## config.mk

```make
export PLATFORM = sky130hd
export DESIGN_NAME = vga_timing_gen
export DESIGN_NICKNAME = d
export VERILOG_FILES = /design/src/rtl/vga_timing_gen.sv
export SDC_FILE = /design/constraint.sdc
export NUM_CORES = 1
export LEC_CHECK = 0
export ABC_AREA = 1
export BUFFER_PORTS_ARGS = -buffer_cell sky130_fd_sc_hd__buf_2
export CORE_MARGIN = 4
export CORE_UTILIZATION = 37
export CTS_BUF_LIST = sky130_fd_sc_hd__clkbuf_4 sky130_fd_sc_hd__clkbuf_8
export DETAILED_ROUTE_END_ITERATION = 10
export PLACE_DENSITY = 0.6
export SETUP_SLACK_MARGIN = 0.02
export SLEW_MARGIN = 30
export SYNTH_ARGS = -nofsm -noshare
export SYNTH_HDL_FRONTEND = slang
export SYNTH_SLANG_ARGS = --single-unit
```

## constraint.sdc

```tcl
create_clock -name clk -period 1.4 [get_ports clk]
set_input_delay 0 -clock clk [delete_from_list [all_inputs] [get_ports clk]]
set_output_delay 0 -clock clk [all_outputs]
set_load 0.03 [all_outputs]
```

## src/rtl/vga_timing_gen.sv

```systemverilog
// ----------------------------------------------------------------------------
// vga_timing_gen
//
// Purpose
//   Parametrised VGA timing generator and pixel gate. Two free-running counters
//   (h/v) sweep the whole frame including blanking. All DAC-facing outputs are
//   registered one enabled cycle after the counter value they were decoded
//   from. pos_x/pos_y show the live counters so the frame buffer can present
//   pixel_in for that position in the same cycle.
//
// Optional feature
//   VGA_TEST_PATTERN_EN : adds input test_mode. When high, pixel_in is ignored
//   and eight vertical colour bars are generated across the visible width.
//
// Ports
//   clk          in   1        system clock
//   rst          in   1        synchronous active-low reset (wins over en)
//   en           in   1        pixel-clock enable; state advances only when 1
//   test_mode    in   1        colour-bar select (VGA_TEST_PATTERN_EN only)
//   pixel_in     in   PIXEL_W  colour for pos_x/pos_y, valid in the same cycle
//   pos_x        out  CNT_W    horizontal counter (next pixel)
//   pos_y        out  CNT_W    vertical counter (next line)
//   pixel_out    out  PIXEL_W  registered colour, 0 while blanked
//   hsync        out  1        registered horizontal sync, level H_SYNC_POL
//   vsync        out  1        registered vertical sync, level V_SYNC_POL
//   de           out  1        registered data-enable (visible region)
//   line_start   out  1        one-clk pulse: outputs show pixel x=0
//   frame_start  out  1        one-clk pulse: outputs show pixel (0,0)
// ----------------------------------------------------------------------------
module vga_timing_gen #(
    parameter int   H_VISIBLE  = 32'sd640,
    parameter int   H_FRONT    = 32'sd16,
    parameter int   H_SYNC     = 32'sd96,
    parameter int   H_BACK     = 32'sd48,
    parameter int   V_VISIBLE  = 32'sd480,
    parameter int   V_FRONT    = 32'sd10,
    parameter int   V_SYNC     = 32'sd2,
    parameter int   V_BACK     = 32'sd33,
    parameter logic H_SYNC_POL = 1'b0,
    parameter logic V_SYNC_POL = 1'b0,
    parameter int   PIXEL_W    = 32'sd3,
    parameter int   CNT_W      = 32'sd11
) (
    input  logic               clk,
    input  logic               rst,
    input  logic               en,
`ifdef VGA_TEST_PATTERN_EN
    input  logic               test_mode,
`endif
    input  logic [PIXEL_W-1:0] pixel_in,
    output logic [CNT_W-1:0]   pos_x,
    output logic [CNT_W-1:0]   pos_y,
    output logic [PIXEL_W-1:0] pixel_out,
    output logic               hsync,
    output logic               vsync,
    output logic               de,
    output logic               line_start,
    output logic               frame_start
);

    localparam int H_TOTAL  = H_VISIBLE + H_FRONT + H_SYNC + H_BACK;
    localparam int V_TOTAL  = V_VISIBLE + V_FRONT + V_SYNC + V_BACK;
    localparam int HS_START = H_VISIBLE + H_FRONT;
    localparam int HS_END   = HS_START + H_SYNC;
    localparam int VS_START = V_VISIBLE + V_FRONT;
    localparam int VS_END   = VS_START + V_SYNC;

    localparam logic [CNT_W-1:0] CNT_ZERO = {CNT_W{1'b0}};
    localparam logic [CNT_W-1:0] CNT_ONE  = CNT_W'(32'sd1);
    localparam logic [CNT_W-1:0] H_LAST   = CNT_W'(H_TOTAL - 32'sd1);
    localparam logic [CNT_W-1:0] V_LAST   = CNT_W'(V_TOTAL - 32'sd1);

    // Window bounds are compared one bit wider than the counters so that an
    // end bound equal to TOTAL (zero back porch) cannot wrap to zero.
    localparam logic [CNT_W:0] H_VIS_W   = (CNT_W + 32'sd1)'(H_VISIBLE);
    localparam logic [CNT_W:0] V_VIS_W   = (CNT_W + 32'sd1)'(V_VISIBLE);
    localparam logic [CNT_W:0] HS_STRT_W = (CNT_W + 32'sd1)'(HS_START);
    localparam logic [CNT_W:0] HS_END_W  = (CNT_W + 32'sd1)'(HS_END);
    localparam logic [CNT_W:0] VS_STRT_W = (CNT_W + 32'sd1)'(VS_START);
    localparam logic [CNT_W:0] VS_END_W  = (CNT_W + 32'sd1)'(VS_END);

    logic [CNT_W-1:0]   hCnt_r;
    logic [CNT_W-1:0]   vCnt_r;
    logic [PIXEL_W-1:0] pixel_r;
    logic               hsync_r;
    logic               vsync_r;
    logic               de_r;
    logic               lineStart_r;
    logic               frameStart_r;

    logic [CNT_W-1:0]   hCntNext_s;
    logic [CNT_W-1:0]   vCntNext_s;
    logic [CNT_W:0]     hExt_s;
    logic [CNT_W:0]     vExt_s;
    logic               deNext_s;
    logic               hsyncNext_s;
    logic               vsyncNext_s;
    logic [PIXEL_W-1:0] pixelNext_s;

`ifdef VGA_TEST_PATTERN_EN
    localparam int SLICE_W = PIXEL_W / 32'sd3;

    logic [CNT_W+2:0]   barNum_s;
    logic [2:0]         bar_s;
    logic [PIXEL_W-1:0] pattern_s;
`endif

    // Counter successor: h wraps at H_TOTAL-1 and carries into v, v wraps at V_TOTAL-1.
    always_comb begin
        hCntNext_s = hCnt_r;
        vCntNext_s = vCnt_r;
        if (hCnt_r == H_LAST) begin
            hCntNext_s = CNT_ZERO;
            if (vCnt_r == V_LAST) begin
                vCntNext_s = CNT_ZERO;
            end else begin
                vCntNext_s = vCnt_r + CNT_ONE;
            end
        end else begin
            hCntNext_s = hCnt_r + CNT_ONE;
            vCntNext_s = vCnt_r;
        end
    end

    // Region decode of the current counters into next-cycle DE and sync levels.
    always_comb begin
        hExt_s      = {1'b0, hCnt_r};
        vExt_s      = {1'b0, vCnt_r};
        deNext_s    = (hExt_s < H_VIS_W) && (vExt_s < V_VIS_W);
        hsyncNext_s = ~H_SYNC_POL;
        vsyncNext_s = ~V_SYNC_POL;
        if ((hExt_s >= HS_STRT_W) && (hExt_s < HS_END_W)) begin
            hsyncNext_s = H_SYNC_POL;
        end else begin
            hsyncNext_s = ~H_SYNC_POL;
        end
        // v_cnt only changes together with h_cnt wrapping to 0, so vsync
        // edges land on line boundaries without extra logic.
        if ((vExt_s >= VS_STRT_W) && (vExt_s < VS_END_W)) begin
            vsyncNext_s = V_SYNC_POL;
        end else begin
            vsyncNext_s = ~V_SYNC_POL;
        end
    end

    // Pixel source select and blanking gate.
    always_comb begin
        pixelNext_s = {PIXEL_W{1'b0}};
`ifdef VGA_TEST_PATTERN_EN
        // Bar index = h*8/H_VISIBLE; the divisor is a constant.
        barNum_s  = {hCnt_r, 3'b000};
        bar_s     = 3'(barNum_s / (CNT_W + 32'sd3)'(H_VISIBLE));
        pattern_s = {{SLICE_W{bar_s[2]}}, {SLICE_W{bar_s[1]}}, {SLICE_W{bar_s[0]}}};
`endif
        if (deNext_s) begin
`ifdef VGA_TEST_PATTERN_EN
            if (test_mode) begin
                pixelNext_s = pattern_s;
            end else begin
                pixelNext_s = pixel_in;
            end
`else
            pixelNext_s = pixel_in;
`endif
        end else begin
            pixelNext_s = {PIXEL_W{1'b0}};
        end
    end

    // State and output registers; pulses are cleared on every non-enabled cycle.
    always_ff @(posedge clk) begin
        if (!rst) begin
            hCnt_r       <= CNT_ZERO;
            vCnt_r       <= CNT_ZERO;
            pixel_r      <= {PIXEL_W{1'b0}};
            hsync_r      <= ~H_SYNC_POL;
            vsync_r      <= ~V_SYNC_POL;
            de_r         <= 1'b0;
            lineStart_r  <= 1'b0;
            frameStart_r <= 1'b0;
        end else if (en) begin
            hCnt_r       <= hCntNext_s;
            vCnt_r       <= vCntNext_s;
            pixel_r      <= pixelNext_s;
            hsync_r      <= hsyncNext_s;
            vsync_r      <= vsyncNext_s;
            de_r         <= deNext_s;
            lineStart_r  <= (hCnt_r == CNT_ZERO);
            frameStart_r <= (hCnt_r == CNT_ZERO) && (vCnt_r == CNT_ZERO);
        end else begin
            lineStart_r  <= 1'b0;
            frameStart_r <= 1'b0;
        end
    end

    assign pos_x       = hCnt_r;
    assign pos_y       = vCnt_r;
    assign pixel_out   = pixel_r;
    assign hsync       = hsync_r;
    assign vsync       = vsync_r;
    assign de          = de_r;
    assign line_start  = lineStart_r;
    assign frame_start = frameStart_r;

endmodule

```

==> results.sh <==
export IMPL_tritoncts_clock_tree="built"
export IMPL_r2r_worst_path_cells=7
export IMPL_global_route_wire_length_before_repair_um=7170
export IMPL_layout_nets=308
export IMPL_drt_first_iter_violations=84
export IMPL_globalRouteMet2Util_pct=27.2
export IMPL_r2r_start="pos_x[1]"
export IMPL_synth_distinct_cells=26
export IMPL_maxSlewHeadroom_pct=76.8
export IMPL_yosys_warnings=0
export IMPL_transition_at_the_pin_with_the_smallest_max_transition_slack_ns=0.345
export IMPL_holdCritPathClass="in2reg"
export IMPL_worst_skew_pair_late_latency_ns=0.29
export IMPL_cts_made_buffers=5
export IMPL_max_freq_mhz=731
export IMPL_required_ns=1.58
export IMPL_worstSetupEndpointType="flip-flop"
export IMPL_avgViaCountPerCell=4.92
export IMPL_synth_instances=232
export IMPL_die_area_sq_um=5340
export IMPL_worst_setup_path_start_kind="flip-flop"
export IMPL_setup_tns_ns=0
export IMPL_globalRoute_totalOverflow=0
export IMPL_regToRegEndpoint="pos_x[7]"
export IMPL_post_route_cells_drive_above_1_share_pct=36.5
export IMPL_grtUsageMet3_pct=3.44
export IMPL_final_min_clock_period_ns=1.37
export IMPL_top_usage_layer_grt="met2"
export IMPL_synthDominantAreaCellType="dfxtp_1"
export IMPL_vias=1717
export IMPL_clock_root_buffer="clkbuf_8"
export IMPL_path_clk_slew_ns=0.06
export IMPL_p_per_area_nw_per_um2=790
export IMPL_report_final_hold_viol_count=0
export IMPL_detail_route_drc_violations=0
export IMPL_fillerInstances=385
export IMPL_synth_seq_cells=30
export IMPL_timing_final_max_slew_violations=0
export IMPL_critical_path_startpoint="pos_x[1]"
export IMPL_outcome="complete, no violations"
export IMPL_vias_in_the_first_global_route=1595
export IMPL_port_buffer_count=35
export IMPL_leakagePower_nw=0.988
export IMPL_cap_viol_max_count=0
export IMPL_core_sq_um=4060
export IMPL_cts_htree_levels=2
export IMPL_syn_mean_instance_area_sq_um=6.76
export IMPL_yosysTopAreaCellShare_pct=38.3
export IMPL_mappedNetlistNets=242
export IMPL_regToRegSetupSlack_ns=0.03
export IMPL_number_of_antenna_violating_nets_in_the_routed_design=0
export IMPL_synthTopCellsByArea="dfxtp_1, nand2_1, nor2_1"
export IMPL_final_weighted_congestion_of_routability_driven_global_placement=0.832
export IMPL_grt_start_max_net_pins=11
export IMPL_peakVddDrop_v=0.000480
export IMPL_hold_worst_slack_ns=0.0587
export IMPL_final_worst_clock_skew_ns=0.00710
export IMPL_totalWireLength_um=4490
export IMPL_initial_utilization_pct=38.6
export IMPL_worst_setup_path_endpoint="pos_x[7]"
export IMPL_synth_seq_area_share_pct=38.3
export IMPL_detailedRoute_firstPassIterationCount=4
export IMPL_gr_usage_all_layers_pct=17.3
export IMPL_rsz_0062_raised_after_global_routing="true"
export IMPL_dp_final_hpwl_um=3150
export IMPL_worstHoldPathCells=2
export IMPL_clock_sink_count=30
export IMPL_clk_path_buf_depth=2
export IMPL_syn_cell_area_sq_um=1570
export IMPL_timing_worst_setup_path_type="reg2reg"
export IMPL_floorplan_die_width_um=73.1
export IMPL_final_period_utilization_pct=97.7
export IMPL_cp_max_fo=7
export IMPL_crit_arrival_ns=1.55
export IMPL_globalRouteMet1Util_pct=22.6
export IMPL_diodes=0
export IMPL_wire_per_inst_um=12.9
export IMPL_die_h_um=73.1
export IMPL_syn2layout_area_growth_pct=43.1
export IMPL_placementRows=23
export IMPL_floorplan_io_pins=36
export IMPL_number_of_antenna_violations_at_the_first_check_in_global_routing=0
export IMPL_setup_violation_total_in_the_final_timing_report=0
[Yosys cell counts]
cell and number:
nand2_1 54, nor2_1 37, dfxtp_1 30, inv_1 30, nand3_1 17, a21oi_1 12
o21ai_0 11, nor3_1 10, nand4_1 5, ha_1 4, nor2_2 4, inv_2 2
nand2_4 2, nor2_4 2, and3_1 1, buf_4 1, clkbuf_2 1, nand2_2 1
nand3_2 1, nand3_4 1, nand3b_1 1, nor3b_1 1, nor3b_2 1, nor4_1 1
o21ai_2 1, xor2_1 1
[through the flow]
| step | setup WS, ns | total power [mW] | util [%] | instances | cell area, sq um |
|---|---|---|---|---|---|
| 6_report | 0.0325 | 1.77 | 55.3 | 349 | 2240 |
| 5_1_grt | -0.0526 | 1.84 | 55.3 | 349 | 2240 |
| 4_1_cts | 0.0205 | 1.79 | 51.5 | 342 | 2090 |
| 3_5_place_dp | -0.0331 | 1.03 | 46.8 | 327 | 1900 |
| 3_3_place_gp | 0.0279 | 1.03 | 46.8 | 327 | 1900 |
| 2_1_floorplan | 0.0336 | 0.990 | - | 232 | 1580 |
[state kept, by name, indices dropped and copies added (netlist names)]
| name | cells |
|---|---|
| frame_start | 1 |
| hsync | 1 |
| pos_y | 11 |
| vsync | 1 |
| pixel_out | 3 |
| de | 1 |
| pos_x | 11 |
| line_start | 1 |
[cells in the final DEF (no fill, tap or decap), types with 2 or more instances in the layout]
master	n
nor2_2	7
ha_1	3
nand3_2	3
dfxtp_4	3
clkbuf_8	5
buf_2	35
nand2_2	3
o21ai_1	3
buf_4	19
nor2_1	31
clkbuf_4	3
inv_1	29
nand3_1	15
o21ai_2	2
nand4_1	5
dfxtp_1	20
nor3b_2	2
dfxtp_2	7
nand2_1	50
dlygate4sd3_1	4
nand3_4	2
nand2_4	3
nor3_1	8
o21ai_0	7
nand2_8	2
nor3_2	2
nor2_4	5
inv_2	2
a21oi_1	12
[worst min-delay path by stage]
stage / from / end / slack (ns)
global placement: pixel_in[1] / pixel_out[1] / 0.27
global route: en / pos_x[1] / 0.07
finish: en / pos_x[1] / 0.06
detailed placement: rst / hsync / 0.27
CTS: en / pos_x[1] / 0.03
floorplan: pixel_in[0] / pixel_out[0] / 0.16
[worst max-delay path: stages, from the launching register on]
cell,delay (ns)
dfxtp_4,0.36
ha_4,0.15
nand2_4,0.06
nor2_4,0.14
nand3_4,0.16
nand2_8,0.17
inv_4,0.05
and3_4,0.16
[metal layers]
metal,up-vias,share of wire (%)
li1,871,-
met1,794,44
met2,44,49
met3,8,4.8
met4,0,1.7
met5,-,0
[repair_timing]
| item | 4_1_cts | 5_1_grt |
|---|---|---|
| setup buffers | 2 | 6 |
| pin swaps | 2 | 16 |
| endpoints found under the setup margin | 12 | 20 |
| endpoints found under the hold margin | 5 | 0 |
| hold buffers | 4 | 0 |
| gates cloned | 1 | 1 |
| resized for setup | 5 | 31 |
[final cells by class]
| cell class | count | area, sq um | area share, % |
|---|---|---|---|
| Clock buffer | 8 | 91.3 | 4.07 |
| Inverter | 32 | 123 | 5.47 |
| Multi-Input combinational cell | 170 | 977 | 43.6 |
| Sequential cell | 30 | 621 | 27.7 |
| Tap cell | 50 | 62.6 | 2.79 |
| Timing Repair Buffer | 59 | 369 | 16.5 |
[report_power, final]
group | leakage, nW | internal, mW | switching (mW)
clock | 0.0498 | 0.410 | 0.320
sequential | 0.249 | 0.867 | 0.00924
combinational | 0.689 | 0.0594 | 0.107
total | 0.988 | 1.34 | 0.436
[kinds of logic after synthesis]
family / count (synthesis) / synth area share (%)
AND/OR/NAND/NOR: 139 / 41.6
XOR/XNOR: 1 / 0.559
adder cells (fa/ha/maj): 4 / 3.19
buffers and inverters: 34 / 8.46
AO/OA/AOI/OAI: 24 / 7.90
flip-flops: 30 / 38.3
Power figures use the tool's default switching activity.
